<file path="src/rtl/ula_ctrl_pkg.sv">
// Shared types and constants for the ULA request arbiter and its ALU.
package ula_ctrl_pkg;

    localparam int unsigned W     = 6;
    localparam int unsigned TAG_W = 2;
    localparam int unsigned RES_W = 7;
    localparam int unsigned CNT_W = 8;

    typedef enum logic [1:0] {
        IDLE = 2'd0,
        EXEC = 2'd1,
        RESP = 2'd2
    } state_t;

    localparam logic MODE_ARITH = 1'b0;
    localparam logic MODE_LOGIC = 1'b1;

    // Arithmetic-mode op codes
    localparam logic [2:0] OP_ADD    = 3'd0;
    localparam logic [2:0] OP_SUB    = 3'd1;
    localparam logic [2:0] OP_ADD_NB = 3'd2;
    localparam logic [2:0] OP_SUB_NB = 3'd3;
    localparam logic [2:0] OP_INC_A  = 3'd4;
    localparam logic [2:0] OP_DEC_A  = 3'd5;
    localparam logic [2:0] OP_INC_B  = 3'd6;
    localparam logic [2:0] OP_DEC_B  = 3'd7;

    // Logic-mode op codes
    localparam logic [2:0] OP_AND    = 3'd0;
    localparam logic [2:0] OP_NOT_A  = 3'd1;
    localparam logic [2:0] OP_NOT_B  = 3'd2;
    localparam logic [2:0] OP_OR     = 3'd3;
    localparam logic [2:0] OP_XOR    = 3'd4;
    localparam logic [2:0] OP_NAND   = 3'd5;
    localparam logic [2:0] OP_PASS_A = 3'd6;
    localparam logic [2:0] OP_PASS_B = 3'd7;

    typedef struct packed {
        logic [W-1:0]     a;
        logic [W-1:0]     b;
        logic             modo;
        logic [2:0]       op;
        logic [TAG_W-1:0] tag;
    } alu_req_t;

endpackage

</file>
<file path="src/rtl/ula_arbiter_if.sv">
// Two request channels and one response channel of the ULA arbiter.
interface ula_arbiter_if;
    import ula_ctrl_pkg::*;

    logic             req0_valid;
    logic             req0_ready;
    logic [W-1:0]     req0_a;
    logic [W-1:0]     req0_b;
    logic             req0_modo;
    logic [2:0]       req0_op;
    logic [TAG_W-1:0] req0_tag;

    logic             req1_valid;
    logic             req1_ready;
    logic [W-1:0]     req1_a;
    logic [W-1:0]     req1_b;
    logic             req1_modo;
    logic [2:0]       req1_op;
    logic [TAG_W-1:0] req1_tag;

    logic             rsp_valid;
    logic             rsp_ready;
    logic             rsp_id;
    logic [TAG_W-1:0] rsp_tag;
    logic [RES_W-1:0] rsp_result;
    logic             rsp_co;
    logic             rsp_zero;

    modport master (
        output req0_valid, req0_a, req0_b, req0_modo, req0_op, req0_tag,
        output req1_valid, req1_a, req1_b, req1_modo, req1_op, req1_tag,
        output rsp_ready,
        input  req0_ready, req1_ready,
        input  rsp_valid, rsp_id, rsp_tag, rsp_result, rsp_co, rsp_zero
    );

    modport slave (
        input  req0_valid, req0_a, req0_b, req0_modo, req0_op, req0_tag,
        input  req1_valid, req1_a, req1_b, req1_modo, req1_op, req1_tag,
        input  rsp_ready,
        output req0_ready, req1_ready,
        output rsp_valid, rsp_id, rsp_tag, rsp_result, rsp_co, rsp_zero
    );

endinterface

</file>
<file path="src/rtl/rr_arb2.sv">
// Two-way round-robin arbiter; grant is only issued while advance is high.
module rr_arb2 (
    input  logic [1:0] req,
    input  logic       last,
    input  logic       advance,
    output logic [1:0] grant,
    output logic       grant_id
);

    always_comb begin
        grant    = 2'b00;
        grant_id = 1'b0;
        if (req == 2'b11) begin
            grant_id = ~last;
        end else begin
            grant_id = req[1];
        end
        if (advance && (req != 2'b00)) begin
            grant = grant_id ? 2'b10 : 2'b01;
        end
    end

endmodule

</file>
<file path="src/rtl/ula.sv">
// Combinational 6-bit ALU with 7-bit result, carry (result > 63) and zero flags.
module ula
    import ula_ctrl_pkg::*;
(
    input  logic [W-1:0]     A,
    input  logic [W-1:0]     B,
    input  logic             modo,
    input  logic [2:0]       op,
    input  logic             reset,
    output logic [RES_W-1:0] otULA,
    output logic             Co,
    output logic             zero
);

    logic [RES_W-1:0] w_a;
    logic [RES_W-1:0] w_b;

    assign w_a = RES_W'(A);
    assign w_b = RES_W'(B);

    // Complements are taken at the full 7-bit result width
    always_comb begin
        otULA = '0;
        if (!reset) begin
            if (modo == MODE_ARITH) begin
                case (op)
                    OP_ADD:    otULA = w_a + w_b;
                    OP_SUB:    otULA = w_a - w_b;
                    OP_ADD_NB: otULA = w_a + ~w_b;
                    OP_SUB_NB: otULA = w_a - ~w_b;
                    OP_INC_A:  otULA = w_a + RES_W'(1);
                    OP_DEC_A:  otULA = w_a - RES_W'(1);
                    OP_INC_B:  otULA = w_b + RES_W'(1);
                    OP_DEC_B:  otULA = w_b - RES_W'(1);
                    default:   otULA = '0;
                endcase
            end else begin
                case (op)
                    OP_AND:    otULA = w_a & w_b;
                    OP_NOT_A:  otULA = ~w_a;
                    OP_NOT_B:  otULA = ~w_b;
                    OP_OR:     otULA = w_a | w_b;
                    OP_XOR:    otULA = w_a ^ w_b;
                    OP_NAND:   otULA = ~(w_a & w_b);
                    OP_PASS_A: otULA = w_a;
                    OP_PASS_B: otULA = w_b;
                    default:   otULA = '0;
                endcase
            end
        end
    end

    assign Co   = otULA[RES_W-1];
    assign zero = (otULA == '0);

endmodule

</file>
<file path="src/rtl/ula_arbiter.sv">
// Shares one ALU between two requesters: round-robin grant, one-cycle execute,
// then a held response tagged with requester id and tag.
module ula_arbiter
    import ula_ctrl_pkg::*;
(
    input  logic             clk,
    input  logic             reset,
    ula_arbiter_if.slave     bus,
    output logic             busy,
    output logic [CNT_W-1:0] done_cnt
);

    state_t           r_state;
    state_t           w_state_nxt;
    alu_req_t         r_req;
    alu_req_t         w_sel;
    logic             r_id;
    logic             r_last;
    logic [RES_W-1:0] r_result;
    logic             r_co;
    logic             r_zero;
    logic [CNT_W-1:0] r_done_cnt;

    logic [1:0]       w_grant;
    logic             w_grant_id;
    logic             w_arb_en;
    logic             w_accept;
    logic             w_rsp_hs;
    logic [RES_W-1:0] w_alu_result;
    logic             w_alu_co;
    logic             w_alu_zero;

    // Arbiter only grants in IDLE and never while reset is held
    assign w_arb_en = (r_state == IDLE) && !reset;

    rr_arb2 u_arb (
        .req      ({bus.req1_valid, bus.req0_valid}),
        .last     (r_last),
        .advance  (w_arb_en),
        .grant    (w_grant),
        .grant_id (w_grant_id)
    );

    always_comb begin
        w_sel = '0;
        if (w_grant_id) begin
            w_sel.a    = bus.req1_a;
            w_sel.b    = bus.req1_b;
            w_sel.modo = bus.req1_modo;
            w_sel.op   = bus.req1_op;
            w_sel.tag  = bus.req1_tag;
        end else begin
            w_sel.a    = bus.req0_a;
            w_sel.b    = bus.req0_b;
            w_sel.modo = bus.req0_modo;
            w_sel.op   = bus.req0_op;
            w_sel.tag  = bus.req0_tag;
        end
    end

    always_ff @(posedge clk) begin
        if (reset) begin
            r_state <= IDLE;
        end else begin
            r_state <= w_state_nxt;
        end
    end

    always_comb begin
        w_state_nxt = r_state;
        w_accept    = 1'b0;
        w_rsp_hs    = 1'b0;
        case (r_state)
            IDLE: begin
                if (w_grant != 2'b00) begin
                    w_accept    = 1'b1;
                    w_state_nxt = EXEC;
                end
            end
            EXEC: begin
                w_state_nxt = RESP;
            end
            RESP: begin
                if (bus.rsp_ready) begin
                    w_rsp_hs    = 1'b1;
                    w_state_nxt = IDLE;
                end
            end
            default: begin
                w_state_nxt = IDLE;
            end
        endcase
    end

    // Captured operation, ALU result and completion count
    always_ff @(posedge clk) begin
        if (reset) begin
            r_req      <= '0;
            r_id       <= 1'b0;
            r_last     <= 1'b1;
            r_result   <= '0;
            r_co       <= 1'b0;
            r_zero     <= 1'b0;
            r_done_cnt <= '0;
        end else begin
            if (w_accept) begin
                r_req  <= w_sel;
                r_id   <= w_grant_id;
                r_last <= w_grant_id;
            end
            if (r_state == EXEC) begin
                r_result <= w_alu_result;
                r_co     <= w_alu_co;
                r_zero   <= w_alu_zero;
            end
            if (w_rsp_hs) begin
                r_done_cnt <= r_done_cnt + CNT_W'(1);
            end
        end
    end

    ula u_ula (
        .A     (r_req.a),
        .B     (r_req.b),
        .modo  (r_req.modo),
        .op    (r_req.op),
        .reset (1'b0),
        .otULA (w_alu_result),
        .Co    (w_alu_co),
        .zero  (w_alu_zero)
    );

    assign bus.req0_ready = w_grant[0];
    assign bus.req1_ready = w_grant[1];
    assign bus.rsp_valid  = (r_state == RESP);
    assign bus.rsp_id     = r_id;
    assign bus.rsp_tag    = r_req.tag;
    assign bus.rsp_result = r_result;
    assign bus.rsp_co     = r_co;
    assign bus.rsp_zero   = r_zero;
    assign busy           = (r_state != IDLE);
    assign done_cnt       = r_done_cnt;

endmodule

</file>
<file path="src/flat_wrapper.sv">
// flat-port wrapper written by rule: the top's interface ports become plain ports
module ula_arbiter_flat import ula_ctrl_pkg::*;
  (clk, reset, busy, done_cnt, bus_req0_valid, bus_req0_a, bus_req0_b, bus_req0_modo, bus_req0_op, bus_req0_tag, bus_req1_valid, bus_req1_a, bus_req1_b, bus_req1_modo, bus_req1_op, bus_req1_tag, bus_rsp_ready, bus_req0_ready, bus_req1_ready, bus_rsp_valid, bus_rsp_id, bus_rsp_tag, bus_rsp_result, bus_rsp_co, bus_rsp_zero);
  ula_arbiter_if bus_i ();
  input  logic clk;
  input  logic reset;
  output logic busy;
  output logic [CNT_W-1:0] done_cnt;
  input wire logic [$bits(bus_i.req0_valid)-1:0] bus_req0_valid;
  input wire logic [$bits(bus_i.req0_a)-1:0] bus_req0_a;
  input wire logic [$bits(bus_i.req0_b)-1:0] bus_req0_b;
  input wire logic [$bits(bus_i.req0_modo)-1:0] bus_req0_modo;
  input wire logic [$bits(bus_i.req0_op)-1:0] bus_req0_op;
  input wire logic [$bits(bus_i.req0_tag)-1:0] bus_req0_tag;
  input wire logic [$bits(bus_i.req1_valid)-1:0] bus_req1_valid;
  input wire logic [$bits(bus_i.req1_a)-1:0] bus_req1_a;
  input wire logic [$bits(bus_i.req1_b)-1:0] bus_req1_b;
  input wire logic [$bits(bus_i.req1_modo)-1:0] bus_req1_modo;
  input wire logic [$bits(bus_i.req1_op)-1:0] bus_req1_op;
  input wire logic [$bits(bus_i.req1_tag)-1:0] bus_req1_tag;
  input wire logic [$bits(bus_i.rsp_ready)-1:0] bus_rsp_ready;
  output wire logic [$bits(bus_i.req0_ready)-1:0] bus_req0_ready;
  output wire logic [$bits(bus_i.req1_ready)-1:0] bus_req1_ready;
  output wire logic [$bits(bus_i.rsp_valid)-1:0] bus_rsp_valid;
  output wire logic [$bits(bus_i.rsp_id)-1:0] bus_rsp_id;
  output wire logic [$bits(bus_i.rsp_tag)-1:0] bus_rsp_tag;
  output wire logic [$bits(bus_i.rsp_result)-1:0] bus_rsp_result;
  output wire logic [$bits(bus_i.rsp_co)-1:0] bus_rsp_co;
  output wire logic [$bits(bus_i.rsp_zero)-1:0] bus_rsp_zero;
  assign bus_i.req0_valid = bus_req0_valid;
  assign bus_i.req0_a = bus_req0_a;
  assign bus_i.req0_b = bus_req0_b;
  assign bus_i.req0_modo = bus_req0_modo;
  assign bus_i.req0_op = bus_req0_op;
  assign bus_i.req0_tag = bus_req0_tag;
  assign bus_i.req1_valid = bus_req1_valid;
  assign bus_i.req1_a = bus_req1_a;
  assign bus_i.req1_b = bus_req1_b;
  assign bus_i.req1_modo = bus_req1_modo;
  assign bus_i.req1_op = bus_req1_op;
  assign bus_i.req1_tag = bus_req1_tag;
  assign bus_i.rsp_ready = bus_rsp_ready;
  assign bus_req0_ready = bus_i.req0_ready;
  assign bus_req1_ready = bus_i.req1_ready;
  assign bus_rsp_valid = bus_i.rsp_valid;
  assign bus_rsp_id = bus_i.rsp_id;
  assign bus_rsp_tag = bus_i.rsp_tag;
  assign bus_rsp_result = bus_i.rsp_result;
  assign bus_rsp_co = bus_i.rsp_co;
  assign bus_rsp_zero = bus_i.rsp_zero;
  ula_arbiter u_core (.clk(clk), .reset(reset), .bus(bus_i), .busy(busy), .done_cnt(done_cnt));
endmodule
</file>
<file path="config.mk">
export PLATFORM = sky130hd
export DESIGN_NAME = ula_arbiter_flat
export DESIGN_NICKNAME = d
export VERILOG_FILES = /design/src/rtl/ula_ctrl_pkg.sv /design/src/rtl/ula_arbiter_if.sv /design/src/rtl/rr_arb2.sv /design/src/rtl/ula.sv /design/src/rtl/ula_arbiter.sv /design/src/flat_wrapper.sv
export SDC_FILE = /design/constraint.sdc
export NUM_CORES = 1
export LEC_CHECK = 0
export ABC_AREA = 1
export BUFFER_PORTS_ARGS = -buffer_cell sky130_fd_sc_hd__buf_4
export CAP_MARGIN = 20
export CORE_MARGIN = 10
export CORE_UTILIZATION = 55
export DETAILED_ROUTE_END_ITERATION = 8
export HOLD_SLACK_MARGIN = 0.05
export PLACE_DENSITY = 0.86
export SYNTH_ARGS = -nofsm -noshare
export SYNTH_HDL_FRONTEND = slang
export SYNTH_SLANG_ARGS = --single-unit
</file>
<file path="constraint.sdc">
create_clock -name clk -period 5.9 [get_ports clk]
set_input_delay 1.18 -clock clk [delete_from_list [all_inputs] [get_ports clk]]
set_output_delay 1.18 -clock clk [all_outputs]
set_load 0.1 [all_outputs]
</file>
Word-level counts from Yosys, hierarchy flattened. Index checks and enable logic that the tools add are counted.

Register bits after elaboration: 39. Input bits: 41.

$add $sub $neg: 9. Eq/ne operators: 12. Muxes and demuxes: 14. Bitwise gates (word level): 7. Reductions and logical operators: 10.

Operators by type and width (count): case mux 7 bit (8 select lines) (2); inverter 6 -> 7 bit (3); two-way mux 18 bit (1); adder 6 x 1 -> 7 bit (second input constant) (2); subtractor 6 x 1 -> 7 bit (second input constant) (2); equality test 3 bit (second input constant) (4); adder 8 x 1 -> 8 bit (second input constant) (1); two-way mux 2 bit (4); adder 6 x 6 -> 7 bit (1); adder 6 x 7 -> 7 bit (1); zero test 7 bit (1); two-way mux 7 bit (1); subtractor 6 x 6 -> 7 bit (1); subtractor 6 x 7 -> 7 bit (1); AND 6 bit (1); equality test 3 x 2 -> 1 bit (second input constant) (2); OR 6 bit (1); case mux 2 bit (3 select lines) (1); nonzero test 2 bit (3); XOR 6 bit (1); two-way mux 1 bit (5); equality test 2 bit (second input constant) (2); != test 2 bit (second input constant) (2); equality test 3 x 1 -> 1 bit (second input constant) (1); 7 further kinds (8).

Longest topological paths before layout. Gate-level depths: netlist of the first run.

Word-level depth: 7. Depth in mapped cells: 22. Gate-level depth less buffers: 22.

Cells and area by module. A second synthesis of the first run with hierarchy kept.

Cells, all modules: 631. Area total of the unflattened synthesis: 3787.4 sq um.

Modules (own cells, without submodules): ula (times used 1, cells each 373, area each 1980.6 sq um); ula_arbiter (times used 1, cells each 250, area each 1770.4 sq um); rr_arb2 (times used 1, cells each 8, area each 36.3 sq um).

Least setup slack after synthesis of the first run. No wires, ideal clock.

Path type: input-to-output. Start: input reset. End: output bus_req1_ready. Arrival: 2567 ps. Data required time: 4720 ps. Path slack: 2153 ps. Stages on the path: 4. Cell sequence: nor2_1 -> o21ai_1 -> nor2_1 -> clkbuf_1.

Cells in the longest elaborated chain, start to end: 4.

Ends and longest elaborated chain: start: declaration (RTL line flat_wrapper.sv:6) `input logic reset;`; zero test 1 bit (RTL line ula_arbiter.sv:34) `assign w_arb_en = (r_state == IDLE) && !reset;`; logical AND 1 bit (RTL line ula_arbiter.sv:34); logical AND 1 bit (RTL line rr_arb2.sv:18) `if (advance && (req != 2'b00)) begin`; two-way mux 2 bit (RTL line rr_arb2.sv:18); end: declaration (RTL line flat_wrapper.sv:23) `output wire logic [$bits(bus_i.req1_ready)-1:0] bus_req1_ready;`.

Every way passes these cells.

Final worst setup path of the first run.
Start: input reset. End: output bus_req0_ready.

Cells in the longest elaborated chain, start to end: 4.

Ends and longest elaborated chain: zero test 1 bit (RTL line ula_arbiter.sv:34); logical AND 1 bit (RTL line ula_arbiter.sv:34); logical AND 1 bit (RTL line rr_arb2.sv:18); two-way mux 2 bit (RTL line rr_arb2.sv:18); end: declaration (RTL line flat_wrapper.sv:22) `output wire logic [$bits(bus_i.req0_ready)-1:0] bus_req0_ready;`.

Every way passes these cells.

==> impl_metrics.toml, run 1 <==
[placed_design]
placed_cell_area_um2 = 3850
worst_slack_at_placement_ps = 2090
i_o_buffers = 64
gpl.final_weighted_congestion = 0.984
place_hpwl_mm = 7.66
placed_cells = 672

[timing]
grt_setup_unrepaired = "false"
final.setup.worst_slack_ps = 2090
finalHoldViolations = 0
slew_headroom = 0.481
worst_hold_slack_ps = 455
fin_tns_setup_ps = 0
finalSetupViolCount = 0
skew_ps = 4.67
slew_at_the_pin_closest_to_its_max_slew_limit_ps = 779
clock.fmax_mhz = 262
period_share = 0.646
final_period_minus_worst_setup_slack_ps = 3810
slew_violations = 0

[global_routing]
grt_max_degree = 33
antenna_found_initial = 0
grt.overflow.total = 0
gr-usage-all-layers = 0.200
grt_first_pass_wirelength_mm = 16.7
first_global_vias = 3596

[worst_setup_path]
cp_cell_sequence = "buf_4 > nor2_1 > o21ai_1 > a21oi_2 > buf_4"
worst_setup_path_start_kind = "primary input"
timing.critical_path.fanout_max = 32
cp_data_required_time_ps = 4720
cp-end-kind = "primary output"
cp.buffers_inverters = 2
critical_path_arrival_ps = 2630
critPathSlowestCell = "a21oi_2"
crit_top_cell = "buf_4"
critical_path_class = "in -> out"
path_delay_family = "compound AO/OA/AOI/OAI gates"
timing.critical_path.slowest_cell_delay_ps = 590

[finish]
final-instance-count-excl-fill = 679
layout-drive-gt1-share = 0.152
areaGrowthSynthToFinish_pct = 16.7
n_antenna_cell = 0
layout.cell_area.non_filler_um2 = 3930
fin_util = 0.664
sequential_cell_area_um2 = 761
final_nets = 677
num-fill-cells = 514
multiInputGateArea_um2 = 2190

[floorplanning]
dieArea_um2 = 9660
die_h_um = 98.3
design.core.area_um2 = 5920
initial_util = 0.569
num_io_pins = 65
floorplan.die.width_um = 98.3
num_rows = 28

[clocking]
number_of_clock_sinks = 38
depth_of_the_cts_h_tree = 2
cts_clock_pin_slew_for_the_worst_setup_and_hold_paths_ps = 70
postCtsHoldBufs = 0
cts_buffers = 5
post-cts-setup-buffer-count = 0
clock_latency_ps = 290
post_cts_resize_count = 0
clock_path_buffers = 2
cts_tree = "done"
clockRootBuffer = "clkbuf_8"

[synthesis]
synth.lib_cells_used.distinct = 37
number_of_warnings_issued_by_yosys = 0
synthesized_cell_area_um2 = 3370
syn_area_per_cell_um2 = 6.13
netlist.area_leader.share = 0.226
synth.largest_area_cell = "dfxtp_1"
syn_nets = 623
synthCells = 550
ys_seq_elements = 38
synth_top_cells_by_area = "dfxtp_1 (23%), nand2_1 (19%), ha_1 (11%), inv_1 (8.5%), nand3_1 (6.2%)"
seq_area_frac_synth = 0.226

[drt]
firstDrtPassIters = 6
drt-initial-drc-count = 277
drtAntennaViolNets = 0
route.detailed.drc = 0
wl_mm = 9.74
post_detailed_route_wirelength_per_cell_um = 14.3
drt-vias-per-instance = 5.50
total_number_of_vias = 3735

[pwr]
totalPowerFinal_mw = 0.943
p_leak_nw = 2.00
peakVddDrop_mv = 0.229
power.density_nw_per_um2 = 240

[min_path]
hp-class = "reg -> reg"

[run_status]
status = "finished, final reports clean"

[run]
cap_viol_max_count = 0
cell usage in the layout (no fill, tap or decap), types with 2 or more instances in the layout:
master,netlist,final
o21ai_1,3,3
ha_1,30,30
a21oi_2,3,3
fa_1,2,2
a21oi_1,20,20
nand3_1,42,42
o211ai_1,4,4
nor2_2,2,2
nand4_1,10,10
a31oi_1,19,19
o22ai_1,6,6
o21ai_0,30,30
nand2_1,172,172
inv_1,76,76
nand3b_1,3,3
clkinv_2,0,2
dfxtp_1,38,38
nor3_1,3,3
nor2_1,44,44
xor2_1,3,3
nand2_2,5,5
buf_4,5,66
nor3b_1,2,2
inv_2,3,3
clkbuf_8,0,5
Yosys cell counts, drive strengths merged:
master / instances
xnor2: 1
o21ai: 33
nor3: 3
o2111ai: 1
a21oi: 23
nor2: 48
buf: 8
o21a: 1
or2: 1
ha: 30
clkbuf: 11
a31oi: 19
nand2: 178
o221ai: 1
o211ai: 4
nand4: 10
mux2i: 1
o22ai: 6
fa: 2
dfxtp: 38
xor2: 3
nand3: 42
nand3b: 3
nor3b: 2
inv: 81
where the power goes:
part           internal (mW)  total, mW  leakage, nW  switching, mW
Sequential             0.275      0.306        0.310         0.0318
Clock                 0.0793      0.169       0.0438         0.0896
Combinational          0.154      0.468         1.65          0.313
final timing paths:
kind                      startpoint                  end  slack [ps]  cells past startpoint
hold / removal    u_core.done_cnt[7]   u_core.done_cnt[7]         460                      1
hold reg to reg   u_core.done_cnt[7]   u_core.done_cnt[7]         460                      1
setup reg to reg     u_core.r_req[3]  u_core.bus.rsp_zero        2620                     17
setup / recovery               reset       bus_req0_ready        2090                      5
routing by layer:
| metal | share of wire | routed length [um] | global-route usage | vias to the layer above |
|---|---|---|---|---|
| li1 | - | - | - | 1885 |
| met3 | 0.073 | 714 | 0.0409 | 18 |
| met1 | 0.44 | 4250 | 0.245 | 1673 |
| met2 | 0.47 | 4540 | 0.331 | 159 |
| met5 | 0 | 0 | 0 | - |
| met4 | 0.025 | 239 | 0.0849 | 0 |
registers in the layout, summed over array words and instances, names as in the netlist:
signal	count
u_core.r_last	1
u_core.r_req	16
u_core.bus.rsp_co	1
u_core.done_cnt	8
u_core.bus.rsp_tag	2
u_core.bus.rsp_result	6
u_core.bus.rsp_zero	1
u_core.bus.rsp_id	1
u_core.r_state	2
kinds of logic after synthesis:
| group | synth area share |
|---|---|
| XOR/XNOR | 0.0104 |
| AND/OR/NAND/NOR | 0.365 |
| adder cells (fa/ha/maj) | 0.123 |
| buffers and inverters | 0.124 |
| AO/OA/AOI/OAI | 0.149 |
| flip-flops | 0.226 |
| multiplexers | 0.00297 |
layout make-up:
type | count | share of cell area
flip-flops and latches | 38 | 0.193
clock inverters | 2 | 0.00255
multi-input cells | 412 | 0.557
clock buffers | 5 | 0.0175
inverters | 81 | 0.0792
well taps | 75 | 0.0239
repair buffers | 66 | 0.126
No activity file was read; power rests on OpenSTA's default activity.
==> run 2, diff against run 1 <==
ABC_AREA = 0   (was 1)
PLACE_DENSITY = 0.87   (was 0.86)
clock period = 3.8 ns   (was 5.9 ns; I/O delays follow)
==> impl_metrics.toml, run 2 <==
[run_status]
status = "finished, final reports clean"

[synthesis]
synth.top_cells.by_count = "nor2_1 (45), dfxtp_1 (38), ha_1 (30)"
synth_top_cells_by_area = "dfxtp_1 (24%), ha_1 (12%), a222oi_1 (5.8%), nor2_1 (5.4%), a21oi_1 (3.4%)"
ys_seq_elements = 38
synthesized_cell_area_um2 = 3120
dominantRegCellSynth = "dfxtp_1"
postSynth.asyncResetShare = 0
syn_nets = 452
synthCells = 379
seq_area_frac_synth = 0.244
synth_edf_count = 0
netlist.area_leader.share = 0.244
syn_area_per_cell_um2 = 8.23
synth.largest_area_cell = "dfxtp_1"
synth.lib_cells_used.distinct = 69
number_of_warnings_issued_by_yosys = 0
synthMostInstantiatedCell = "nor2_1"

[finish]
layout.cells.most_common_list = "buf_4 (71), nor2_1 (45), dfxtp_1 (38)"
layout-drive-gt1-share = 0.221
final-instance-count-excl-fill = 502
layout_commonest_cell = "buf_4"
areaGrowthSynthToFinish_pct = 19.8
max_flop_register = "u_core.r_req"
num-fill-cells = 465
n_antenna_cell = 0
largest_reg_flops = 16
final_nets = 502

[timing]
finalSetupViolCount = 0
finalHoldViolations = 0
slew_violations = 0
skew_ps = 9.01
fin_tns_setup_ps = 0
final_period_minus_worst_setup_slack_ps = 3500
worst_hold_slack_ps = 475
slew_at_the_pin_closest_to_its_max_slew_limit_ps = 670
final.setup.worst_slack_ps = 298
clock.fmax_mhz = 286
period_share = 0.922
slew_headroom = 0.553
grt_setup_unrepaired = "false"

[pwr]
power.density_nw_per_um2 = 440
peakVddDrop_mv = 0.364
p_leak_nw = 1.59
totalPowerFinal_mw = 1.64

[placed_design]
i_o_buffers = 64
gpl.final_weighted_congestion = 1.02
placed_cells = 494
place_hpwl_mm = 7.66
worst_slack_at_placement_ps = 361

[global_routing]
grt_first_pass_wirelength_mm = 15.5
gr-usage-all-layers = 0.214
grt.overflow.total = 0
grt_max_degree = 36
antenna_found_initial = 0
first_global_vias = 3155

[drt]
total_number_of_vias = 3194
wl_mm = 9.76
route.detailed.drc = 0
post_detailed_route_wirelength_per_cell_um = 19.4
drtAntennaViolNets = 0
firstDrtPassIters = 9
drt-initial-drc-count = 295
drt-vias-per-instance = 6.36

[floorplanning]
die_h_um = 95.3
initial_util = 0.567
num_io_pins = 65
floorplan.die.width_um = 95.3
num_rows = 27
dieArea_um2 = 9090
design.core.area_um2 = 5510

[worst_setup_path]
r2r-start = "u_core.r_req[3]"
worstSetupStartpoint = "u_core.r_req[3]"
reg2reg_depth = 13
timing.critical_path.fanout_max = 12
regToRegEndpoint = "u_core.bus.rsp_co"
cp_data_required_time_ps = 3960
regToRegSetupSlack_ps = 300
worst_setup_path_start_kind = "flip-flop"
critical_path_arrival_ps = 3670
crit_end = "u_core.bus.rsp_co"
critical_path_class = "reg -> reg"
cp-end-kind = "flip-flop"

[clocking]
cts_tree = "done"
cts_clock_pin_slew_for_the_worst_setup_and_hold_paths_ps = 90
clock_latency_ps = 300
postCtsHoldBufs = 0
cts_buffers = 5
clock_path_buffers = 2
clockRootBuffer = "clkbuf_8"
depth_of_the_cts_h_tree = 2
number_of_clock_sinks = 38

[run]
cap_viol_max_count = 0

[min_path]
hold_path.startpoint = "u_core.bus.rsp_result[3]"
hp-class = "reg -> reg"
==> run 2: what timing repair did <==
| item | 4_1_cts | 5_1_grt |
|---|---|---|
| endpoints found under the setup margin | 0 | 1 |
| setup buffers | 0 | 0 |
| gates resized for setup | 0 | 1 |
==> run 2: stage by stage <==
step	utilization	cell area, um^2
finish	0.679	3740
global route	0.679	3740
CTS	0.678	3740
detailed placement	0.653	3600
global placement	0.653	3600
floorplan	-	3120
==> run 2: cells by family after synthesis <==
logic type | count (synthesis) | synth area share
muxes | 6 | 0.0221
xor gates and xnor gates | 19 | 0.0533
buffers and inverters | 50 | 0.0730
AOI/OAI and AO/OA | 113 | 0.272
and+or+nand+nor | 121 | 0.202
adders and majority gates | 32 | 0.133
DFF | 38 | 0.244
==> run 2: critical path, stage by stage (launching register included) <==
cell and delay [ps]:
dfxtp_1 420, inv_1 80, ha_1 460, nor3_1 390
a31oi_1 90, o221a_2 270, ha_1 330, a211oi_1 380
o21bai_1 120, a21oi_1 170, nor3b_1 180, o21ba_1 160
a32oi_1 210, a21oi_1 110
==> run 2: worst min-delay path by stage <==
stage	end	slack [ps]	depth (start not counted)
global placement	u_core.r_last	440	1
global route	u_core.bus.rsp_result[3]	490	2
finish	u_core.bus.rsp_result[3]	480	2
CTS	u_core.bus.rsp_result[3]	480	2
detailed placement	u_core.bus.rsp_result[3]	460	2
floorplan	u_core.r_last	440	1
==> run 2: report_power, final <==
part           internal (mW)  leakage, nW  switching, mW  total, mW
logic                  0.283         1.21          0.466      0.749
registers              0.428        0.310         0.0480      0.476
clock network          0.263       0.0683          0.155      0.418
total                  0.974         1.59          0.669       1.64
==> run 2: cell type report <==
class	instances	area (um^2)	share of cell area
multi-input cells	291	2130	0.571
flip-flops and latches	38	761	0.203
repair buffers	71	533	0.143
well taps	72	90.1	0.0241
inverters	22	82.6	0.0221
clock buffers	5	68.8	0.0184
clock inverters	3	68.8	0.0184
==> run 2: metal layers <==
metal | track usage | share of wire | up-vias
met4 | 0.118 | 0.041 | 0
met5 | 0 | 0 | -
li1 | - | - | 1517
met1 | 0.258 | 0.42 | 1501
met3 | 0.0589 | 0.082 | 28
met2 | 0.337 | 0.46 | 148
==> run 3, diff against run 2 <==
CTS_BUF_LIST = sky130_fd_sc_hd__clkbuf_16   (was unset)
==> impl_metrics.toml, run 3 (synthesis gave the netlist of run 2 again) <==
[run_status]
status = "finished, final reports clean"

[pwr]
peakVddDrop_mv = 0.306
p_leak_nw = 1.61
power.density_nw_per_um2 = 467

[floorplanning]
design.core.area_um2 = 5510
num_rows = 27
dieArea_um2 = 9090
initial_util = 0.567
floorplan.die.width_um = 95.3
num_io_pins = 65
die_h_um = 95.3

[drt]
post_detailed_route_wirelength_per_cell_um = 19.7
drtAntennaViolNets = 0
drt-vias-per-instance = 6.34
route.detailed.drc = 0
wl_mm = 9.87
firstDrtPassIters = 5
drt-initial-drc-count = 325
total_number_of_vias = 3184

[worst_setup_path]
critPathSlowestCell = "ha_1"
timing.critical_path.slowest_cell_delay_ps = 470
critical_path_arrival_ps = 3650
cp_data_required_time_ps = 3940
worst_setup_path_start_kind = "flip-flop"
cp.buffers_inverters = 1
cp_cell_sequence = "inv_1 > ha_1 > nor3_1 > a31oi_1 > o221a_2 > ha_1 > a211oi_1 > o21bai_1 > a21oi_1 > nor3b_1 > o21ba_1 > a32oi_1 > a21oi_1"
critical_path_class = "reg -> reg"
path_delay_family = "compound AO/OA/AOI/OAI gates"
cp-end-kind = "flip-flop"
timing.critical_path.fanout_max = 12

[finish]
layout-drive-gt1-share = 0.221
layout_commonest_cell = "buf_4"
num-fill-cells = 445
largest_reg_flops = 16
n_antenna_cell = 0
final-instance-count-excl-fill = 502
layout.cells.most_common_list = "buf_4 (71), nor2_1 (45), dfxtp_1 (38)"
max_flop_register = "u_core.r_req"
areaGrowthSynthToFinish_pct = 21.6
final_nets = 502

[clocking]
clock_latency_ps = 280
depth_of_the_cts_h_tree = 2
clockRootBuffer = "clkbuf_16"
cts_tree = "done"
clock_path_buffers = 2
cts_clock_pin_slew_for_the_worst_setup_and_hold_paths_ps = 60
postCtsHoldBufs = 0
cts_buffers = 5
post-cts-setup-buffer-count = 0
number_of_clock_sinks = 38

[global_routing]
grt.overflow.total = 0
grt_first_pass_wirelength_mm = 15.7
antenna_found_initial = 0
grt_max_degree = 36
gr-usage-all-layers = 0.216
first_global_vias = 3156

[min_path]
hp-class = "reg -> reg"

[timing]
final.setup.worst_slack_ps = 295
clock.fmax_mhz = 285
finalSetupViolCount = 0
skew_ps = 5.95
slew_headroom = 0.540
final_period_minus_worst_setup_slack_ps = 3510
fin_tns_setup_ps = 0
slew_at_the_pin_closest_to_its_max_slew_limit_ps = 689
grt_setup_unrepaired = "false"
period_share = 0.922
finalHoldViolations = 0
slew_violations = 0

[placed_design]
gpl.final_weighted_congestion = 1.02
i_o_buffers = 64
place_hpwl_mm = 7.66
placed_cells = 494
worst_slack_at_placement_ps = 361

[run]
cap_viol_max_count = 0
[run 3: cell types whose count changed in the layout (fill, tap and decap cells not counted)]
cell,delta
clkbuf_8,-5
clkbuf_16,+5
[run 3: where the power goes]
part	switching (mW)	internal, mW	total (mW)
logic	0.469	0.283	0.752
registers	0.0481	0.429	0.477
clock network	0.168	0.377	0.545
[run 3: stage by stage]
stage	util	area (um^2)	hold slack (ps)	total power, mW
2_1_floorplan	-	3120	436	1.04
3_3_place_gp	0.653	3600	444	1.20
3_5_place_dp	0.653	3600	462	1.22
4_1_cts	0.689	3790	473	1.77
5_1_grt	0.689	3790	485	1.86
6_report	0.689	3790	472	1.77
[run 3: layout make-up]
type	instances	area [um^2]	area share
Multi-Input combinational cell	291	2130	0.562
Tap cell	72	90.1	0.0237
Inverter	22	82.6	0.0218
Sequential cell	38	761	0.200
Clock buffer	5	125	0.0330
Clock inverter	3	68.8	0.0181
Timing Repair Buffer	71	533	0.140
[run 3: worst paths after layout]
check                                start                        to  slack (ps)  cells after the start
setup / recovery           u_core.r_req[3]         u_core.bus.rsp_co         290                     13
hold / removal    u_core.bus.rsp_result[3]  u_core.bus.rsp_result[3]         470                      2
setup reg to reg           u_core.r_req[3]         u_core.bus.rsp_co         290                     13
hold reg to reg   u_core.bus.rsp_result[3]  u_core.bus.rsp_result[3]         470                      2
[run 3: what timing repair did]
item                                   in CTS  in global routing
setup endpoints to repair                   0                  1
endpoints found under the hold margin       0                  0
resized for setup                           0                  1
[run 3: worst reg2reg max path, stage by stage (launching register included)]
cell      delay, ps
dfxtp_1         410
inv_1            80
ha_1            470
nor3_1          390
a31oi_1          80
o221a_2         270
ha_1            330
a211oi_1        380
o21bai_1        130
a21oi_1         170
nor3b_1         180
o21ba_1         160
a32oi_1         210
a21oi_1         110
[run 3: per-layer routing]
layer / routed length (um) / track usage / vias to the layer above
met5: 0 / 0 / -
met4: 436 / 0.123 / 0
met3: 812 / 0.0613 / 31
met2: 4470 / 0.340 / 150
met1: 4160 / 0.258 / 1488
li1: - / - / 1515
